<file path="config.mk">
export PLATFORM = sky130hd
export DESIGN_NAME = unidade_mult_div
export DESIGN_NICKNAME = d
export VERILOG_FILES = /design/src/rtl/unidade_mult_div_pkg.sv /design/src/rtl/unidade_mult_div.sv
export SDC_FILE = /design/constraint.sdc
export NUM_CORES = 1
export LEC_CHECK = 0
export ABC_CLOCK_PERIOD_IN_PS = 4300
export CORE_UTILIZATION = 35
export DETAILED_ROUTE_END_ITERATION = 6
export PLACE_DENSITY_LB_ADDON = 0.2
export SLEW_MARGIN = 20
export SYNTH_ARGS = -nofsm -noshare
export SYNTH_HDL_FRONTEND = slang
export SYNTH_SLANG_ARGS = --single-unit
</file>
<file path="constraint.sdc">
create_clock -name clock -period 4.3 [get_ports clock]
set_clock_uncertainty 0.1 [all_clocks]
set_input_delay 0.86 -clock clock [delete_from_list [all_inputs] [get_ports clock]]
set_output_delay 0.86 -clock clock [all_outputs]
set_load 0.005 [all_outputs]
</file>
<file path="src/rtl/unidade_mult_div_pkg.sv">
// Shared definitions for the multiply/divide unit and the control unit that
// issues its operations: operation encoding, FSM state encoding, default width.
package unidade_mult_div_pkg;

  localparam int MD_WIDTH = 32;

  localparam logic [2:0] OP_MULT  = 3'd0;
  localparam logic [2:0] OP_MULTU = 3'd1;
  localparam logic [2:0] OP_DIV   = 3'd2;
  localparam logic [2:0] OP_DIVU  = 3'd3;
  localparam logic [2:0] OP_MTHI  = 3'd4;
  localparam logic [2:0] OP_MTLO  = 3'd5;

  typedef enum logic [1:0] {
    ST_IDLE = 2'd0,
    ST_CALC = 2'd1,
    ST_FIX  = 2'd2,
    ST_DONE = 2'd3
  } state_t;

  // True for the four arithmetic operations that run through CALC/FIX.
  function automatic logic is_arith_op(input logic [2:0] o);
    return (o == OP_MULT) || (o == OP_MULTU) || (o == OP_DIV) || (o == OP_DIVU);
  endfunction

  // True for the two divide operations.
  function automatic logic is_div_op(input logic [2:0] o);
    return (o == OP_DIV) || (o == OP_DIVU);
  endfunction

endpackage

</file>
<file path="src/rtl/unidade_mult_div.sv">
// Iterative MIPS multiply/divide unit owning the HI/LO registers.
// MULT/MULTU use radix-2 shift-add, DIV/DIVU use restoring shift-subtract,
// one step per clock over WIDTH steps, followed by a sign-fix cycle.
// MTHI/MTLO write HI/LO directly in a single step.
// Optional build macro MULTDIV_EARLY_EXIT_EN: multiplies leave CALC as soon as
// the remaining multiplier bits are all zero (results unchanged).
module unidade_mult_div
  import unidade_mult_div_pkg::*;
#(
  parameter int WIDTH = MD_WIDTH
) (
  input  logic             clock,
  input  logic             reset,
  input  logic             start,
  input  logic [2:0]       op,
  input  logic [WIDTH-1:0] rs_data,
  input  logic [WIDTH-1:0] rt_data,
  output logic             busy,
  output logic             done,
  output logic             div_zero,
  output logic [WIDTH-1:0] hi,
  output logic [WIDTH-1:0] lo
);

  localparam int CW = $clog2(WIDTH);

  state_t state;
  state_t state_next;

  // acc: product accumulator for multiply, {remainder, quotient} for divide.
  // mcand: multiplicand shifted left each step; low half holds the divisor.
  // aux: multiplier shifted right each step; raw dividend kept for divide-by-zero.
  logic [2*WIDTH-1:0] acc;
  logic [2*WIDTH-1:0] mcand;
  logic [WIDTH-1:0]   aux;
  logic [CW-1:0]      count;
  logic [2:0]         op_q;
  logic               sign_a;
  logic               sign_b;
  logic               zero_div;

  logic               start_arith;
  logic               start_move;
  logic               op_signed;
  logic [WIDTH-1:0]   abs_a;
  logic [WIDTH-1:0]   abs_b;

  logic               cur_is_mul;
  logic               mul_exit;
  logic               last_step;
  logic [2*WIDTH-1:0] mul_next;
  logic [2*WIDTH-1:0] div_next;
  logic [2*WIDTH-1:0] prod_fix;
  logic [WIDTH+1:0]   trial;
  logic [WIDTH-1:0]   quo_fix;
  logic [WIDTH-1:0]   rem_fix;

  // Decode a new request and form operand magnitudes for the signed ops.
  always_comb begin
    start_arith = start && is_arith_op(op);
    start_move  = start && ((op == OP_MTHI) || (op == OP_MTLO));
    op_signed   = (op == OP_MULT) || (op == OP_DIV);
    abs_a       = (op_signed && rs_data[WIDTH-1]) ? -rs_data : rs_data;
    abs_b       = (op_signed && rt_data[WIDTH-1]) ? -rt_data : rt_data;
  end

`ifdef MULTDIV_EARLY_EXIT_EN
  // After this step no multiplier bits remain, so further steps add nothing.
  assign mul_exit = (aux[WIDTH-1:1] == '0);
`else
  assign mul_exit = 1'b0;
`endif

  assign cur_is_mul = (op_q == OP_MULT) || (op_q == OP_MULTU);
  assign last_step  = (count == CW'(WIDTH - 1)) || (cur_is_mul && mul_exit);

  // One shift-add / shift-subtract step and the final sign correction.
  always_comb begin
    mul_next = acc + (aux[0] ? mcand : '0);
    trial    = {1'b0, acc[2*WIDTH-1:WIDTH-1]} - {2'b00, mcand[WIDTH-1:0]};
    if (!trial[WIDTH+1]) begin
      div_next = {trial[WIDTH-1:0], acc[WIDTH-2:0], 1'b1};
    end else begin
      div_next = {acc[2*WIDTH-2:0], 1'b0};
    end
    prod_fix = (sign_a ^ sign_b) ? -acc : acc;
    quo_fix  = (sign_a ^ sign_b) ? -acc[WIDTH-1:0] : acc[WIDTH-1:0];
    rem_fix  = sign_a ? -acc[2*WIDTH-1:WIDTH] : acc[2*WIDTH-1:WIDTH];
  end

  // FSM state register.
  always_ff @(posedge clock) begin
    if (reset) begin
      state <= ST_IDLE;
    end else begin
      state <= state_next;
    end
  end

  // Next-state and status outputs.
  always_comb begin
    state_next = state;
    busy       = 1'b0;
    done       = 1'b0;
    div_zero   = 1'b0;
    case (state)
      ST_IDLE: begin
        if (start_arith) begin
          state_next = ST_CALC;
        end else if (start_move) begin
          state_next = ST_DONE;
        end
      end
      ST_CALC: begin
        busy = 1'b1;
        if (last_step) begin
          state_next = ST_FIX;
        end
      end
      ST_FIX: begin
        busy       = 1'b1;
        state_next = ST_DONE;
      end
      ST_DONE: begin
        done       = 1'b1;
        div_zero   = zero_div;
        state_next = ST_IDLE;
      end
      default: state_next = ST_IDLE;
    endcase
  end

  // Datapath: operand capture, iteration, result write-back to HI/LO.
  always_ff @(posedge clock) begin
    if (reset) begin
      acc      <= '0;
      mcand    <= '0;
      aux      <= '0;
      count    <= '0;
      op_q     <= '0;
      sign_a   <= 1'b0;
      sign_b   <= 1'b0;
      zero_div <= 1'b0;
      hi       <= '0;
      lo       <= '0;
    end else begin
      case (state)
        ST_IDLE: begin
          if (start_arith) begin
            op_q     <= op;
            sign_a   <= op_signed && rs_data[WIDTH-1];
            sign_b   <= op_signed && rt_data[WIDTH-1];
            zero_div <= is_div_op(op) && (rt_data == '0);
            count    <= '0;
            mcand    <= {{WIDTH{1'b0}}, abs_b};
            if (is_div_op(op)) begin
              acc <= {{WIDTH{1'b0}}, abs_a};
              aux <= rs_data;
            end else begin
              acc <= '0;
              aux <= abs_a;
            end
          end else if (start_move) begin
            zero_div <= 1'b0;
            if (op == OP_MTHI) begin
              hi <= rs_data;
            end else begin
              lo <= rs_data;
            end
          end
        end
        ST_CALC: begin
          count <= count + CW'(1);
          if (cur_is_mul) begin
            acc   <= mul_next;
            mcand <= {mcand[2*WIDTH-2:0], 1'b0};
            aux   <= {1'b0, aux[WIDTH-1:1]};
          end else begin
            acc <= div_next;
          end
        end
        ST_FIX: begin
          if (cur_is_mul) begin
            hi <= prod_fix[2*WIDTH-1:WIDTH];
            lo <= prod_fix[WIDTH-1:0];
          end else if (zero_div) begin
            hi <= aux;
            lo <= '1;
          end else begin
            hi <= rem_fix;
            lo <= quo_fix;
          end
        end
        default: begin
        end
      endcase
    end
  end

endmodule

</file>
# ---- After elaboration in Yosys (flattened, before gate mapping)
# Index checks and enable logic that the tools add are counted.
dict set report op_classes {
  n_addsub 8
  n_eq_ne 18
  n_mux 41
  bitwise_logic 1
  reduce_logical 27
}
# operator n
set op_table {}
lappend op_table {{32-bit 2-to-1 mux} 18}
lappend op_table {{64-bit 2-to-1 mux} 7}
lappend op_table {{64-bit case mux with 2 select lines} 2}
lappend op_table {{32-bit case mux with 2 select lines} 3}
lappend op_table {{32-bit negator} 4}
lappend op_table {{64-bit adder} 1}
lappend op_table {{64-bit negator} 1}
lappend op_table {{33-bit by 32-bit subtractor with 34-bit output} 1}
lappend op_table {{32-bit logical NOT} 1}
lappend op_table {{2-bit inequality test, second input constant} 7}
lappend op_table {{5-bit case mux with 2 select lines} 1}
lappend op_table {{2-bit case mux with 4 select lines} 1}
lappend op_table {{2-bit AND reduction} 4}
lappend op_table {{4-bit AND reduction} 2}
lappend op_table {{1-bit logical OR} 7}
lappend op_table {{3-bit by 1-bit == test with 1-bit output, second input constant} 2}
lappend op_table {{3-bit by 2-bit == test with 1-bit output, second input constant} 2}
lappend op_table {{3-bit == test, second input constant} 2}
lappend op_table {{3-bit logical NOT} 2}
lappend op_table {{2-bit 2-to-1 mux} 3}
lappend op_table {{2-bit nonzero test} 3}
lappend op_table {{5-bit by 1-bit adder with 5-bit output, second input constant} 1}
lappend op_table {{5-bit == test, second input constant} 1}
lappend op_table {{1-bit logical AND} 5}
lappend op_table {{other kinds (9)} 14}
dict set report word_totals {
  regBits 237
  in_bits 70
  out_inout_bits 67
  word_cells 106
}

# ---- Depth between registers and ports, before layout
dict set report depth {
  ltp_word 7
  mapped_depth 15
  ltp_nobuf 13
}

# ---- Worst setup path after synthesis
# OpenSTA, ideal clock, no wires.
dict set report synth_path {
  path_kind {register to register}
  start {register aux[0]}
  end {register acc[57]}
  setup_time_ps 79
  arrival_ps 3441
  t_required_ps 4121
  slack_ps 680
  stages_incl_launch_ff 15
  path_buffers 2
  period_less_slack_ps 3620
  cell_sequence {dfxtp_1 > clkbuf_1 > clkbuf_1 > and2_1 > ha_1 > a211oi_1 > o21ai_0 > nand3_1 > nand3_1 > a311oi_1 > a31oi_1 > a31oi_1 > nor4_1 > or3_1 > o211ai_1}
}
dict set report synth_between {
  elab_chain_len 4
}
# element line_no
set synth_rtl {}
lappend synth_rtl {{from (decl)} unidade_mult_div.sv:35} ;# logic [WIDTH-1:0] aux;
lappend synth_rtl {{from (signal assigned)} unidade_mult_div.sv:158} ;# aux <= rs_data;
lappend synth_rtl {{from (signal assigned)} unidade_mult_div.sv:161} ;# aux <= abs_a;
lappend synth_rtl {{from (signal assigned)} unidade_mult_div.sv:177} ;# aux <= {1'b0, aux[WIDTH-1:1]};
lappend synth_rtl {{64-bit 2-to-1 mux} unidade_mult_div.sv:79} ;# mul_next = acc + (aux[0] ? mcand : '0);
lappend synth_rtl {{64-bit adder} unidade_mult_div.sv:79}
lappend synth_rtl {{64-bit 2-to-1 mux} unidade_mult_div.sv:174} ;# if (cur_is_mul) begin
lappend synth_rtl {{64-bit case mux with 2 select lines} unidade_mult_div.sv:147} ;# case (state)
lappend synth_rtl {{to (signal assigned)} unidade_mult_div.sv:157} ;# acc <= {{WIDTH{1'b0}}, abs_a};
lappend synth_rtl {{to (signal assigned)} unidade_mult_div.sv:175} ;# acc <= mul_next;
lappend synth_rtl {{to (signal assigned)} unidade_mult_div.sv:179} ;# acc <= div_next;
lappend synth_rtl {{to (decl)} unidade_mult_div.sv:33} ;# logic [2*WIDTH-1:0] acc;
# Every way passes these cells.
# A chain may end at the register's enable or synchronous reset.

# ---- Worst setup path after layout
dict set report layout_path {
  start {register mcand[0]}
  end {register acc[52]}
}
dict set report layout_between {
  elab_chain_len 4
  word_cells_on_any_way 6
  cone_classes {add/sub (2); mux (4)}
}
# element line_no
set layout_rtl {}
lappend layout_rtl {{from (decl)} unidade_mult_div.sv:34} ;# logic [2*WIDTH-1:0] mcand;
lappend layout_rtl {{from (signal assigned)} unidade_mult_div.sv:155} ;# mcand <= {{WIDTH{1'b0}}, abs_b};
lappend layout_rtl {{from (signal assigned)} unidade_mult_div.sv:176} ;# mcand <= {mcand[2*WIDTH-2:0], 1'b0};
lappend layout_rtl {{64-bit 2-to-1 mux or 33-bit by 32-bit subtractor with 34-bit output (tied branches)} {unidade_mult_div.sv:79, unidade_mult_div.sv:80}}
lappend layout_rtl {{64-bit adder or 64-bit 2-to-1 mux (tied branches)} {unidade_mult_div.sv:79, unidade_mult_div.sv:81}}
lappend layout_rtl {{64-bit 2-to-1 mux *} unidade_mult_div.sv:174}
lappend layout_rtl {{64-bit case mux with 2 select lines *} unidade_mult_div.sv:147}
# Mark *: on every way between the ends. The rest lies on a longest branch, timed or not.

==> results.yml <==
run_status:
  status: "finished clean"
clocking:
  cts_resized: 0
  clk_pin_slew_ps: 60
  clkLatencyLatePin_ps: 620
  cts-buffers-inserted: 30
  cts_htree_levels: 1
  ctsRootBufferMaster: "clkbuf_16"
  cts_max_path_buffers: 3
  cts_tree: "yes"
  cts_sinks: 236
  postCtsSetupRepairBufs: 0
  cts_hold_buf: 0
placed_design:
  place.port_buffers: 136
  placed_cell_area_um2: 22980
  place_congestion: 0.9927
  dp_hpwl_mm: 67.57
sta:
  finalHoldViolCount: 0
  finalMaxSlewViolations: 0
  slew-limit-headroom: 0.2651
  fin_crit_sh: 0.9456
  fmax_mhz: 245.9
  rsz0062_at_grt: "false"
  finalSetupViolCount: 0
  worstMarginPinSlew_ps: 1102
  fin_setup_tns_ps: 0
  finalCriticalPeriod_ps: 4066
power_and_ir_drop:
  clockPowerShare: 0.236
  peakVddDrop_uv: 353.3
  p_switching_mw: 5.711
  pwr-share-seq: 0.262
  combPwrFrac: 0.502
  power_density_nw_per_um2: 516.7
  p_leak_nw: 9.245
  switching_share: 0.4580
  internal-power_mw: 6.760
global_route:
  antenna_found_initial: 1
  grt_pass1_wl_mm: 132.5
  overflow: 0
  grt_pass1_vias: 21010
  track_usage: 0.2893
  grt_max_degree: 93
route:
  dr.pass1.iters: 5
  vias: 22380
  finalWirelength_mm: 87.71
  postRouteAntennaNets: 0
  drc_errors: 0
  viasPerCell: 5.964
  first_iter_violations: 2236
  wl_per_cell_um: 23.38
logic_synthesis:
  synth_area_leaders: "dfxtp_1, a21oi_1, nand2_1"
  yosys.cell_count.top_type: "nand2_1"
  yosysSeqAreaShare: 0.2323
  synth_nets: 3055
  ys_warn_count: 0
  synth_area_per_cell_um2: 7.067
  synth_top_cell_by_area: "dfxtp_1"
  ys_top_cells_by_count: "nand2_1, a21oi_1, nor2_1"
  synth.distinct_cells: 85
  synthCells: 2878
  syn-cell-area_um2: 20340
  async_flop_share: 0
  synth_flop_cell: "dfxtp_1"
  synth_edf_count: 0
  ys_ff_latch: 236
  synth_top_area_frac: 0.2323
setup_path:
  r2r_cells: 13
  cp_common_cell: "a21oi_1"
  crit_family: "compound AO/OA/AOI/OAI gates"
  slowest_stage: "dfxtp_1"
  path_cells: "and2_1 -> ha_1 -> fa_1 -> a21oi_1 -> nand4b_1 -> a21oi_1 -> o211ai_1 -> a21oi_1 -> o2111ai_1 -> a211oi_1 -> nand2b_1 -> xnor2_1 -> o221ai_1"
  path_buf_inv: 0
  max_stage_delay_ps: 520
  worst_r2r_startpoint: "mcand[0]"
  critPathArrivalTime_ps: 4430
  cp_data_required_time_ps: 4660
  r2r_end: "acc[52]"
  critical_path.max_fanout: 4
  startpoint: "mcand[0]"
  critPathLaunchType: "flip-flop"
  cp-end-kind: "flip-flop"
  crit_type: "reg2reg"
  rrSetupSlack_ps: 230
min_path:
  hold_path.class: "reg2reg"
  hp-start: "lo[25]"
  worstHoldPathCells: 2
  whs_endpoint: "lo[25]"
floorplanning:
  core_area_um2: 56930
  initial_core_util: 0.3572
  io_pins: 137
  dieArea_um2: 59080
  rows: 87
  die_w_um: 243.1
  die_y_um: 243.1
layout:
  finalNetCount: 3149
  fillers: 5885
  final_cell_area_um2: 24130
  diodes: 0
  final_layout_size_suffix_gt1_frac: 0.07777
  syn2layout_area_growth_pct: 18.67
run:
  maxCapViolCount: 0
-- worst reg2reg max path, delay by kind of cell, from the launching register on --
family	cells	cell delay, ps
fa+ha+maj	2	490
flops	1	520
simple gates	3	650
xor+xnor	1	180
compound gates	7	1980
-- cell families (layout without fill, tap and decap cells) --
kind of cell               count (synthesis)  after routing  share of synthesized area
xor gates and xnor gates                 237            237                     0.1021
DFF                                      236            236                     0.2323
muxes                                     22             22                    0.01113
buffers and inverters                    286            404                    0.05377
AOI/OAI and AO/OA                        968            968                     0.3045
and+or+nand+nor                         1022           1022                     0.2297
adders and majority gates                107            107                    0.06656
-- flip-flops by register name (all words and copies together), names as in the netlist --
signal,cells
sign_b,1
sign_a,1
aux,32
lo,32
acc,64
zero_div,1
count,5
hi,32
mcand,64
state,2
op_q,2
-- metrics by stage --
stage	setup WS [ps]	power [mW]	cells	util	hold WS, ps
after CTS	259.6	12.39	3752	0.4237	357.5
after detailed placement	149.0	9.428	3696	0.4036	349.6
final	234.1	12.47	3752	0.4239	355.3
after floorplan	679.7	6.990	2878	-	331.9
after global placement	179.6	9.381	3696	0.4036	340.7
after global routing	20.04	13.19	3752	0.4239	374.1
-- layout make-up --
class	instances	area, um^2	share of cell area
Clock buffer	36	803.3	0.03328
Clock inverter	20	341.6	0.01415
Multi-Input combinational cell	2356	14620	0.6058
Inverter	76	285.3	0.01182
Timing Repair Buffer	272	2412	0.09995
Tap cell	756	945.9	0.03919
Sequential cell	236	4726	0.1958
-- how the worst max path moves through the flow --
stage | to | slack [ps] | cells after the start
after floorplan | acc[57] | 680 | 14
after global placement | acc[28] | 180 | 13
after detailed placement | acc[28] | 150 | 13
after CTS | acc[54] | 260 | 15
after global routing | hi[28] | 20 | 13
final | acc[52] | 230 | 13
-- power by group through the flow --
stage	Sequential [mW]	Combinational (mW)	Clock, mW
after floorplan	3.03	3.96	0
after global placement	3.28	6.10	0
after detailed placement	3.29	6.14	0
after CTS	3.24	6.16	2.99
after global routing	3.31	6.81	3.07
final	3.27	6.26	2.94
-- per-layer routing --
layer / GRT usage / routed length, um / up-vias
met4: 0.1262 / 4032 / 0
li1: - / - / 10580
met3: 0.04390 / 7228 / 151
met2: 0.4399 / 37550 / 1019
met5: 0 / 0 / -
met1: 0.4020 / 38900 / 10630
-- cells in the final DEF (no fill, tap or decap), types with 9 or more instances in the layout --
cell type	n
xnor2_1	125
o21ai_0	193
a22oi_1	41
o21bai_1	25
nand2b_1	19
o211ai_1	51
or3_1	24
xor2_1	110
and3_1	15
clkbuf_16	30
a21oi_1	317
nand3_1	44
nand2_1	407
clkdlybuf4s50_1	135
o21a_1	10
a21o_1	47
a211oi_1	50
a31oi_1	25
a221o_1	14
or4_1	13
nor2_1	260
mux2i_1	17
nor2b_1	12
o221ai_1	46
and2_1	78
nor4_1	23
buf_4	133
inv_1	74
o41ai_1	9
a221oi_1	24
ha_1	103
dfxtp_1	235
nor3_1	58
o31ai_1	29
nand4_1	26
No activity file was read; power rests on OpenSTA's default activity.
